[src/rtl/toy_pack.sv]
// Shared types and defaults for the branch-predictor PC generator.
// Latency: n/a (types and constants only).
// Backpressure: n/a.
package toy_pack;

  typedef enum logic [1:0] {
    BOOT  = 2'd0,
    RUN   = 2'd1,
    STALL = 2'd2,
    HOLD  = 2'd3
  } pcgen_state_e;

  localparam logic [31:0] PCGEN_RESET_PC   = 32'h8000_0000;
  localparam int          PCGEN_CREDIT_NUM = 8;

  // Counter width able to hold every value 0..n inclusive.
  function automatic int credit_width(input int n);
    return $clog2(n + 1);
  endfunction

endpackage

[src/rtl/toy_bpu_pcgen_credit.sv]
// Saturating up/down fetch-queue credit counter with zero/full flags.
// Latency: count updates one cycle after dec/inc; nxt_zero is combinational.
// Backpressure: dec at zero and inc at full are dropped (no wrap).
module toy_bpu_pcgen_credit
  import toy_pack::*;
#(
  parameter int CREDIT_NUM = PCGEN_CREDIT_NUM,
  parameter int CW         = credit_width(CREDIT_NUM)
) (
  input  logic clk,
  input  logic rst_n,
  input  logic dec,
  input  logic inc,
  output logic zero,
  output logic full,
  output logic nxt_zero
);

  localparam logic [CW-1:0] CNT_MAX = CW'(CREDIT_NUM);

  logic [CW-1:0] cnt_q;
  logic [CW-1:0] cnt_d;

  assign zero     = (cnt_q == '0);
  assign full     = (cnt_q == CNT_MAX);
  assign nxt_zero = (cnt_d == '0);

  // Next count: issue consumes, return frees; both together cancel out.
  always_comb begin
    cnt_d = cnt_q;
    if (dec && !inc && !zero) begin
      cnt_d = cnt_q - CW'(1);
    end else if (inc && !dec && !full) begin
      cnt_d = cnt_q + CW'(1);
    end
  end

  // Count register; reset refills the whole downstream queue.
  always_ff @(posedge clk or negedge rst_n) begin
    if (!rst_n) begin
      cnt_q <= CNT_MAX;
    end else begin
      cnt_q <= cnt_d;
    end
  end

endmodule

[src/rtl/toy_bpu_pcgen.sv]
// Fetch PC generator: picks next PC from redirects / L0 BTB, issues under credits.
// Latency: zero-cycle issue from pc_q; redirects take effect the following cycle.
// Backpressure: credit-based; no issue when credits are 0, be_hold or any redirect.
module toy_bpu_pcgen
  import toy_pack::*;
#(
  parameter int                    ADDR_WIDTH = 32,
  parameter logic [ADDR_WIDTH-1:0] RESET_PC   = ADDR_WIDTH'(PCGEN_RESET_PC),
  parameter int                    CREDIT_NUM = PCGEN_CREDIT_NUM
) (
  input  logic                  clk,
  input  logic                  rst_n,
  input  logic                  be_redirect_vld,
  input  logic [ADDR_WIDTH-1:0] be_redirect_pc,
  input  logic                  bpdec_redirect_vld,
  input  logic [ADDR_WIDTH-1:0] bpdec_redirect_pc,
  input  logic                  be_hold,
  input  logic                  l0btb_nxt_vld,
  input  logic [ADDR_WIDTH-1:0] l0btb_nxt_pc,
  input  logic                  credit_return,
  output logic                  pcgen_vld,
  output logic [ADDR_WIDTH-1:0] pcgen_pc
);

  logic [ADDR_WIDTH-1:0] pc_q;
  logic [ADDR_WIDTH-1:0] pc_d;
  pcgen_state_e          state_q;
  pcgen_state_e          state_d;
  logic                  credit_zero;
  logic                  credit_full;
  logic                  credit_nxt_zero;

  toy_bpu_pcgen_credit #(
    .CREDIT_NUM (CREDIT_NUM)
  ) u_credit (
    .clk      (clk),
    .rst_n    (rst_n),
    .dec      (pcgen_vld),
    .inc      (credit_return),
    .zero     (credit_zero),
    .full     (credit_full),
    .nxt_zero (credit_nxt_zero)
  );

  assign pcgen_pc = pc_q;

  // Next PC priority: backend redirect, then decode override, then L0 BTB on issue.
  always_comb begin
    pc_d = pc_q;
    if (be_redirect_vld) begin
      pc_d = be_redirect_pc;
    end else if (bpdec_redirect_vld) begin
      pc_d = bpdec_redirect_pc;
    end else if (pcgen_vld && l0btb_nxt_vld) begin
      pc_d = l0btb_nxt_pc;
    end
  end

  // PC and state registers.
  always_ff @(posedge clk or negedge rst_n) begin
    if (!rst_n) begin
      pc_q    <= RESET_PC;
      state_q <= BOOT;
    end else begin
      pc_q    <= pc_d;
      state_q <= state_d;
    end
  end

  // Next state: hold dominates; otherwise track whether credits remain next cycle.
  always_comb begin
    state_d = state_q;
    case (state_q)
      BOOT:  state_d = RUN;
      RUN: begin
        if (be_hold)              state_d = HOLD;
        else if (credit_nxt_zero) state_d = STALL;
      end
      STALL: begin
        if (be_hold)               state_d = HOLD;
        else if (!credit_nxt_zero) state_d = RUN;
      end
      HOLD: begin
        if (!be_hold) state_d = credit_nxt_zero ? STALL : RUN;
      end
      default: state_d = BOOT;
    endcase
  end

  // Issue only in RUN with a credit and nothing steering the PC away this cycle.
  always_comb begin
    pcgen_vld = (state_q == RUN) && !credit_zero && !be_redirect_vld &&
                !bpdec_redirect_vld && !be_hold;
  end

`ifndef SYNTHESIS
  // A return into a full pool means the backend's slot accounting is broken.
  always @(posedge clk) begin
    if (rst_n) begin
      assert (!(credit_return && credit_full && !pcgen_vld))
        else $error("credit_return with credit pool already full");
    end
  end
`endif

endmodule

[config.mk]
export PLATFORM = sky130hd
export DESIGN_NAME = toy_bpu_pcgen
export DESIGN_NICKNAME = d
export VERILOG_FILES = /design/src/rtl/toy_pack.sv /design/src/rtl/toy_bpu_pcgen_credit.sv /design/src/rtl/toy_bpu_pcgen.sv
export SDC_FILE = /design/constraint.sdc
export NUM_CORES = 1
export LEC_CHECK = 0
export ABC_CLOCK_PERIOD_IN_PS = 2920
export CORE_MARGIN = 5
export CORE_UTILIZATION = 38
export DETAILED_ROUTE_END_ITERATION = 8
export GPL_TIMING_DRIVEN = 0
export PLACE_DENSITY = 0.81
export SLEW_MARGIN = 20
export SYNTH_ARGS = -nofsm -noshare
export SYNTH_HDL_FRONTEND = slang
export SYNTH_SLANG_ARGS = --single-unit
[constraint.sdc]
create_clock -name clk -period 2.92 [get_ports clk]
set_clock_uncertainty 0.05 [all_clocks]
set_input_delay 0.292 -clock clk [delete_from_list [all_inputs] [get_ports clk]]
set_output_delay 0.292 -clock clk [all_outputs]
set_load 0.05 [all_outputs]
==> run summary, run 1 <==
Pint: 1.194 mW
Maximum count of clock buffers along a single path: 2
Design Power: 1.928 mW
Power per unit of standard cell area: 498.6 nW/um2
Critical path type: flop to primary output
Worst hold start: pcgen_pc[18]
Die H: 87.71 um
CTS Root Buffer Type: clkbuf_8
Primary flip-flop cell chosen by synthesis mapping: dfrtp_1
CP Launch Type: flop
Clk sinks: 38
Capture endpoint of the worst hold path: pcgen_pc[18]
Register share of total power: 36.0%
Sequential share of the synthesized area: 41.55%
Worst vdd ir: 0.2436 mV
Area enclosed by the die boundary: 7693 um2
Average size of a mapped cell: 8.436 um2
Post-synth EDFFs: 0
Final weighted congestion of routability-driven global placement: 0.8506
Slew margin rel.: 48.86%
Netlist area before placement: 2295 um2
Cell chain of the critical path: inv_1, ha_1, nor3b_2, nor3_2, clkdlybuf4s50_1
Core Region: 5886 um2
Average via count per standard cell: 5.104
Part of the total power dissipated in the clock network: 19.1%
Top-Level Pins: 136
Drt pass-1 iters: 4
Maximum fanout encountered on the critical timing path: 8
Overflow left after global routing: 0
Shortest period the worst path allows: 2.702 ns
Slowest cell delay on critical path: 0.85 ns
Required time at the endpoint of the critical path: 2.58 ns
Pin count of the biggest net entering global routing: 21
TritonCTS clock tree: built
Clock transition at the register clock pins on the worst setup and hold paths after CTS: 0.07 ns
Biggest area contributors in the synthesized netlist: dfrtp_1 (39%), mux2i_1 (14%), a21oi_1 (7.9%), o21ai_0 (7.6%), nor2_1 (6.2%)
Worst min-delay path class: flop to flop
Pre-CTS WS: 0.1692 ns
Iteration-0 DRC count of the detailed router: 44
Most numerous cell in the Yosys netlist: nor2_1
Initial Utilization: 38.99%
Estimated wirelength of the detail-placed design: 6.007 mm
Share of post-route cells with drive strength above 1: 4.567%
Arrival time at the worst endpoint: 2.36 ns
Wire length of the first global-routing pass: 11.54 mm
Worst Reg-to-Reg Cells: 8
Maximum capacitance violations: 0
Switching power share of the total: 38.03%
Post-layout instance area: 3866 um2
Initial antenna violation count: 0
Number of setup violations in the final report: 0
Netlist cell types: 38
Share of Yosys cell area claimed by the top area cell type: 39.26%
# nets final: 520
Transition time at the pin with the least slew margin: 0.7671 ns
Total routing resource utilization after global routing: 19.06%
DR vias: 2,506
Share of total power in combinational logic: 44.9%
TNS Setup: 0 ns
Routed Wire Length: 7.458 mm
Sort of element at the end of the critical path: primary output
Final worst path period share: 92.53%
Flop and latch count out of synthesis: 38
Count of inserted antenna diode cells: 0
Count of endpoints failing hold in the final timing report: 0
P&R area growth vs syn: 68.48%
Commonest cells post-synth: nor2_1 (38), a21oi_1 (36), dfrtp_1 (36)
Hold path cells: 2
Number of remaining DRC errors: 0
Async SR Flop Fraction: 100.0%
Worst Slack Setup Final: 0.2182 ns
Startpoint of the worst-slack reg-to-reg timing path: u_credit.cnt_q[1]
Post-Syn Instances: 272
Slowest-stage cell, CP: clkdlybuf4s50_1
Power spent charging and discharging nets: 0.7331 mW
Register-to-register setup slack: 0.46 ns
Routed wirelength normalized by instance count: 15.19 um
YS warnings: 0
Non-filler instance count after layout: 491
Outcome: finished, final reports clean
Max Clock Freq: 0.3701 GHz
Final-report max-slew violation count: 0
Row Count: 28
Syn nets: 377
Via count of the first global-routing pass: 2,410
TritonCTS buffer count: 5
Worst skew pair latency: 0.28 ns
Cell taking the most area after synthesis: dfrtp_1
Cell count after placement: 482
Number of levels the H-tree was split into: 2
Leak pwr: 1.563 nW
Count of buffers from port buffering: 134
Setup repair after global routing missed its margin: no
R2r endpoint: pcgen_pc[1]
Remaining antenna violation count after routing: 0
Die Wd: 87.71 um
Area after detailed placement: 3757 um2
==> metrics by stage <==
step	hold WS (ns)	utilization, %
finish	0.4320	65.69
global route	0.4528	65.69
CTS	0.4358	65.54
detailed placement	0.2419	63.84
global placement	0.4105	63.46
floorplan	-0.05359	-
==> how the worst max path moves through the flow <==
stage,depth (start not counted),endpoint,slack [ns],from
floorplan,8,pcgen_pc[12],0.43,u_credit.cnt_q[1]
global placement,7,pcgen_pc[20],0.20,u_credit.cnt_q[1]
detailed placement,8,pcgen_pc[1],0.17,u_credit.cnt_q[1]
CTS,8,pcgen_pc[1],0.15,u_credit.cnt_q[1]
global route,5,pcgen_vld,0.05,u_credit.cnt_q[0]
finish,5,pcgen_vld,0.22,u_credit.cnt_q[1]
==> critical path, delay by kind of cell, from the launching register on <==
| family | cells | cell delay, ns |
|---|---|---|
| buffers and inverters | 2 | 0.96 |
| DFF | 1 | 0.46 |
| and+or+nand+nor | 2 | 0.38 |
| adders and majority gates | 1 | 0.28 |
==> final cells by class <==
cell class                 instances  area (um2)
tap                               75       93.84
inverter                           2       7.507
buffer                            20       90.09
fill                             544        2019
timing repair buffer             136        1374
clock buffer                       8       90.09
multi-input combinational        212        1257
sequential                        38       953.4
==> cell families after synthesis <==
family / share of synthesized area [%]
multiplexers: 13.96
adder cells (fa/ha/maj): 1.090
flip-flops: 41.55
XOR/XNOR: 0.3817
AO/OA/AOI/OAI: 21.16
AND/OR/NAND/NOR: 17.61
buffers and inverters: 4.253
==> what timing repair did <==
item,4_1_cts,5_1_grt
resized for setup,0,2
buffers inserted,0,0
hold endpoints to repair,19,0
endpoints found under the setup margin,0,32
hold buffers,1,0
==> layout by cell type, fill, tap and decap left out, types with 3 or more instances in the layout <==
cell type,Yosys,final
nand3_1,3,3
o21ai_0,35,35
clkdlybuf4s50_1,0,133
nand2_1,34,34
a21oi_1,36,35
nand2b_1,4,4
clkbuf_8,0,6
nor2_1,38,38
mux2i_1,32,32
clkbuf_1,17,19
dfrtp_1,36,36
==> state kept, by name, summed over array words and instances (netlist names) <==
name,count
u_credit.cnt_q,4
pcgen_pc,32
state_q,2
==> metal layers <==
| layer | GRT usage [%] | vias to the layer above | routed length [um] |
|---|---|---|---|
| li1 | - | 1244 | - |
| met1 | 22.80 | 1180 | 3088 |
| met2 | 33.36 | 76 | 3764 |
| met3 | 5.550 | 6 | 524 |
| met4 | 5.160 | 0 | 80 |
| met5 | 0 | - | 0 |
==> power by group through the flow <==
stage               Sequential [mW]  Combinational [mW]  Clock (mW)
floorplan                     0.871               0.335           0
global placement              0.696               0.841           0
detailed placement            0.702               0.863           0
CTS                           0.691               0.866       0.378
global route                  0.707               0.932       0.399
finish                        0.694               0.865       0.369
Note: power is estimated with default switching activity, not from simulation.
==> inputs of run 2 (changes only) <==
- CTS_CLUSTER_SIZE: unset -> 28
- GPL_TIMING_DRIVEN: 0 -> unset
- REMOVE_ABC_BUFFERS: unset -> 1
==> run summary, run 2 (synthesis gave the netlist of run 1 again) <==
Outcome: finished, final reports clean (unchanged)
Setup repair after global routing missed its margin: no (unchanged)
# nets final: 502 (was 520)
Part of the total power dissipated in the clock network: 19.5% (was 19.1%)
CTS Root Buffer Type: clkbuf_8 (unchanged)
Critical path type: flop to flop (was flop to primary output)
Post-CTS resize count: 0 (unchanged)
TritonCTS clock tree: built (unchanged)
Leading cell types in the layout, fill and taps excluded: clkdlybuf4s50_1 (131), nor2_1 (38), dfrtp_1 (36) (was clkdlybuf4s50_1 (133), nor2_1 (38), dfrtp_1 (36))
Area after detailed placement: 3666 um2 (was 3757 um2)
Final worst path period share: 84.29% (was 92.53%)
Final-report max-slew violation count: 0 (unchanged)
Drt pass-1 iters: 4 (unchanged)
Pre-CTS WS: 0.3637 ns (was 0.1692 ns)
Worst min-delay path class: input pin to asynchronous set/reset pin (was flop to flop)
Area enclosed by the die boundary: 7693 um2 (unchanged)
Pint: 1.177 mW (was 1.194 mW)
Die H: 87.71 um (unchanged)
Top-Level Pins: 136 (unchanged)
Gr busiest metal: met2 (unchanged)
Count of inserted antenna diode cells: 0 (unchanged)
Clock transition at the register clock pins on the worst setup and hold paths after CTS: 0.08 ns (was 0.07 ns)
Register share of total power: 37.1% (was 36.0%)
Design Power: 1.905 mW (was 1.928 mW)
Transition time at the pin with the least slew margin: 0.8169 ns (was 0.7671 ns)
Leak pwr: 1.535 nW (was 1.563 nW)
Total routing resource utilization after global routing: 17.74% (was 19.06%)
Initial antenna violation count: 0 (unchanged)
Max Clock Freq: 0.4063 GHz (was 0.3701 GHz)
Required time at the endpoint of the critical path: 3.01 ns (was 2.58 ns)
Maximum count of clock buffers along a single path: 2 (unchanged)
Power per unit of standard cell area: 506.5 nW/um2 (was 498.6 nW/um2)
Pin count of the biggest net entering global routing: 65 (was 21)
Cell chain of the critical path: inv_1, ha_1, nor3b_1, nor3_1, a21oi_4, buf_4, o21ai_0 (was inv_1, ha_1, nor3b_2, nor3_2, clkdlybuf4s50_1)
Combined buffer and inverter count along the critical path: 2 (unchanged)
Power spent charging and discharging nets: 0.7283 mW (was 0.7331 mW)
Maximum capacitance violations: 0 (unchanged)
Via count of the first global-routing pass: 2,300 (was 2,410)
Largest register FFs: 32 (unchanged)
Number of levels the H-tree was split into: 2 (unchanged)
Worst Slack Setup Final: 0.4586 ns (was 0.2182 ns)
Arrival time at the worst endpoint: 2.55 ns (was 2.36 ns)
Overflow left after global routing: 0 (unchanged)
Slowest cell delay on critical path: 0.46 ns (was 0.85 ns)
Core Region: 5886 um2 (unchanged)
Cell family contributing the most delay on the critical path: buffers and inverters (unchanged)
Maximum fanout encountered on the critical timing path: 64 (was 8)
TritonCTS buffer count: 5 (unchanged)
Initial Utilization: 38.99% (unchanged)
Remaining antenna violation count after routing: 0 (unchanged)
Estimated wirelength of the detail-placed design: 5.281 mm (was 6.007 mm)
Shortest period the worst path allows: 2.461 ns (was 2.702 ns)
Slew margin rel.: 45.54% (was 48.86%)
Sort of element at the end of the critical path: flop (was primary output)
P&R area growth vs syn: 63.90% (was 68.48%)
Met1 usage in global routing: 19.31% (was 22.80%)
Count of buffers from port buffering: 135 (was 134)
Clk sinks: 38 (unchanged)
Share of post-route cells with drive strength above 1: 5.528% (was 4.567%)
Iteration-0 DRC count of the detailed router: 53 (was 44)
Number of remaining DRC errors: 0 (unchanged)
Die Wd: 87.71 um (unchanged)
Routed Wire Length: 6.727 mm (was 7.458 mm)
DR vias: 2,373 (was 2,506)
Count of endpoints failing hold in the final timing report: 0 (unchanged)
Switching power share of the total: 38.23% (was 38.03%)
Worst skew pair latency: 0.29 ns (was 0.28 ns)
Row Count: 28 (unchanged)
Hold_buf cts: 0 (was 1)
Slowest-stage cell, CP: dfrtp_1 (was clkdlybuf4s50_1)
Met3 usage: 5.833% (was 5.550%)
Setup fix buffers added after clock tree synthesis: 0 (unchanged)
CP Launch Type: flop (unchanged)
Wire length of the first global-routing pass: 10.64 mm (was 11.54 mm)
Filler Cells Inserted: 529 (was 544)
Share of total power in combinational logic: 43.4% (was 44.9%)
Average via count per standard cell: 5.017 (was 5.104)
Worst vdd ir: 0.2778 mV (was 0.2436 mV)
Met2 track demand over resource: 32.26% (was 33.36%)
Most common library cell in the layout ignoring fill and taps: clkdlybuf4s50_1 (unchanged)
Number of setup violations in the final report: 0 (unchanged)
TNS Setup: 0 ns (unchanged)
Post-layout instance area: 3761 um2 (was 3866 um2)
Routed wirelength normalized by instance count: 14.22 um (was 15.19 um)
Final core utilization: 63.90% (was 65.69%)
Final weighted congestion of routability-driven global placement: 0.8897 (was 0.8506)
[run 2: metrics by stage]
step | hold slack, ns | instances
detailed placement | 0.3942 | 465
floorplan | -0.05359 | 252
finish | 0.04896 | 473
global route | 0.1156 | 473
CTS | 0.07810 | 473
global placement | 0.3986 | 465
[run 2: power by group through the flow]
stage | Combinational (mW) | Sequential, mW | Clock (mW)
global route | 0.891 | 0.721 | 0.407
detailed placement | 0.829 | 0.713 | 0
global placement | 0.812 | 0.712 | 0
finish | 0.826 | 0.707 | 0.372
floorplan | 0.295 | 0.881 | 0
CTS | 0.830 | 0.704 | 0.385
[run 2: cell type report]
type	count	area (um2)	share of cell area, %
clock buffers	6	82.58	2.196
clock inverters	2	12.51	0.3327
inverters	2	7.507	0.1996
multi-input cells	212	1255	33.37
flip-flops and latches	38	953.4	25.35
well taps	75	93.84	2.495
repair buffers	138	1356	36.06
[run 2: worst reg2reg max path, stage by stage, from the launching register on]
cell and delay [ns]:
dfrtp_1 0.46, inv_1 0.12, ha_1 0.29, nor3b_1 0.39, nor3_1 0.17, a21oi_4 0.16
buf_4 0.45, o21ai_0 0.22
[run 2: routing by layer]
metal	share of wire [%]	vias to the layer above
li1	-	1209
met1	37	1064
met2	52	91
met3	8.8	9
met4	1.4	0
met5	0	-
[run 2: path summary, 6_finish.rpt]
path                                    from      endpoint  slack (ns)  cells past startpoint
hold / removal                         rst_n  pcgen_pc[20]        0.05                      1
setup reg to reg           u_credit.cnt_q[1]  pcgen_pc[14]        0.46                      7
max in group asynchronous              rst_n  pcgen_pc[21]        2.25                      1
setup / recovery           u_credit.cnt_q[1]  pcgen_pc[14]        0.46                      7
min in group clk             be_redirect_vld  pcgen_pc[16]        0.38                      3
hold reg to reg                  pcgen_pc[5]   pcgen_pc[5]        0.43                      2
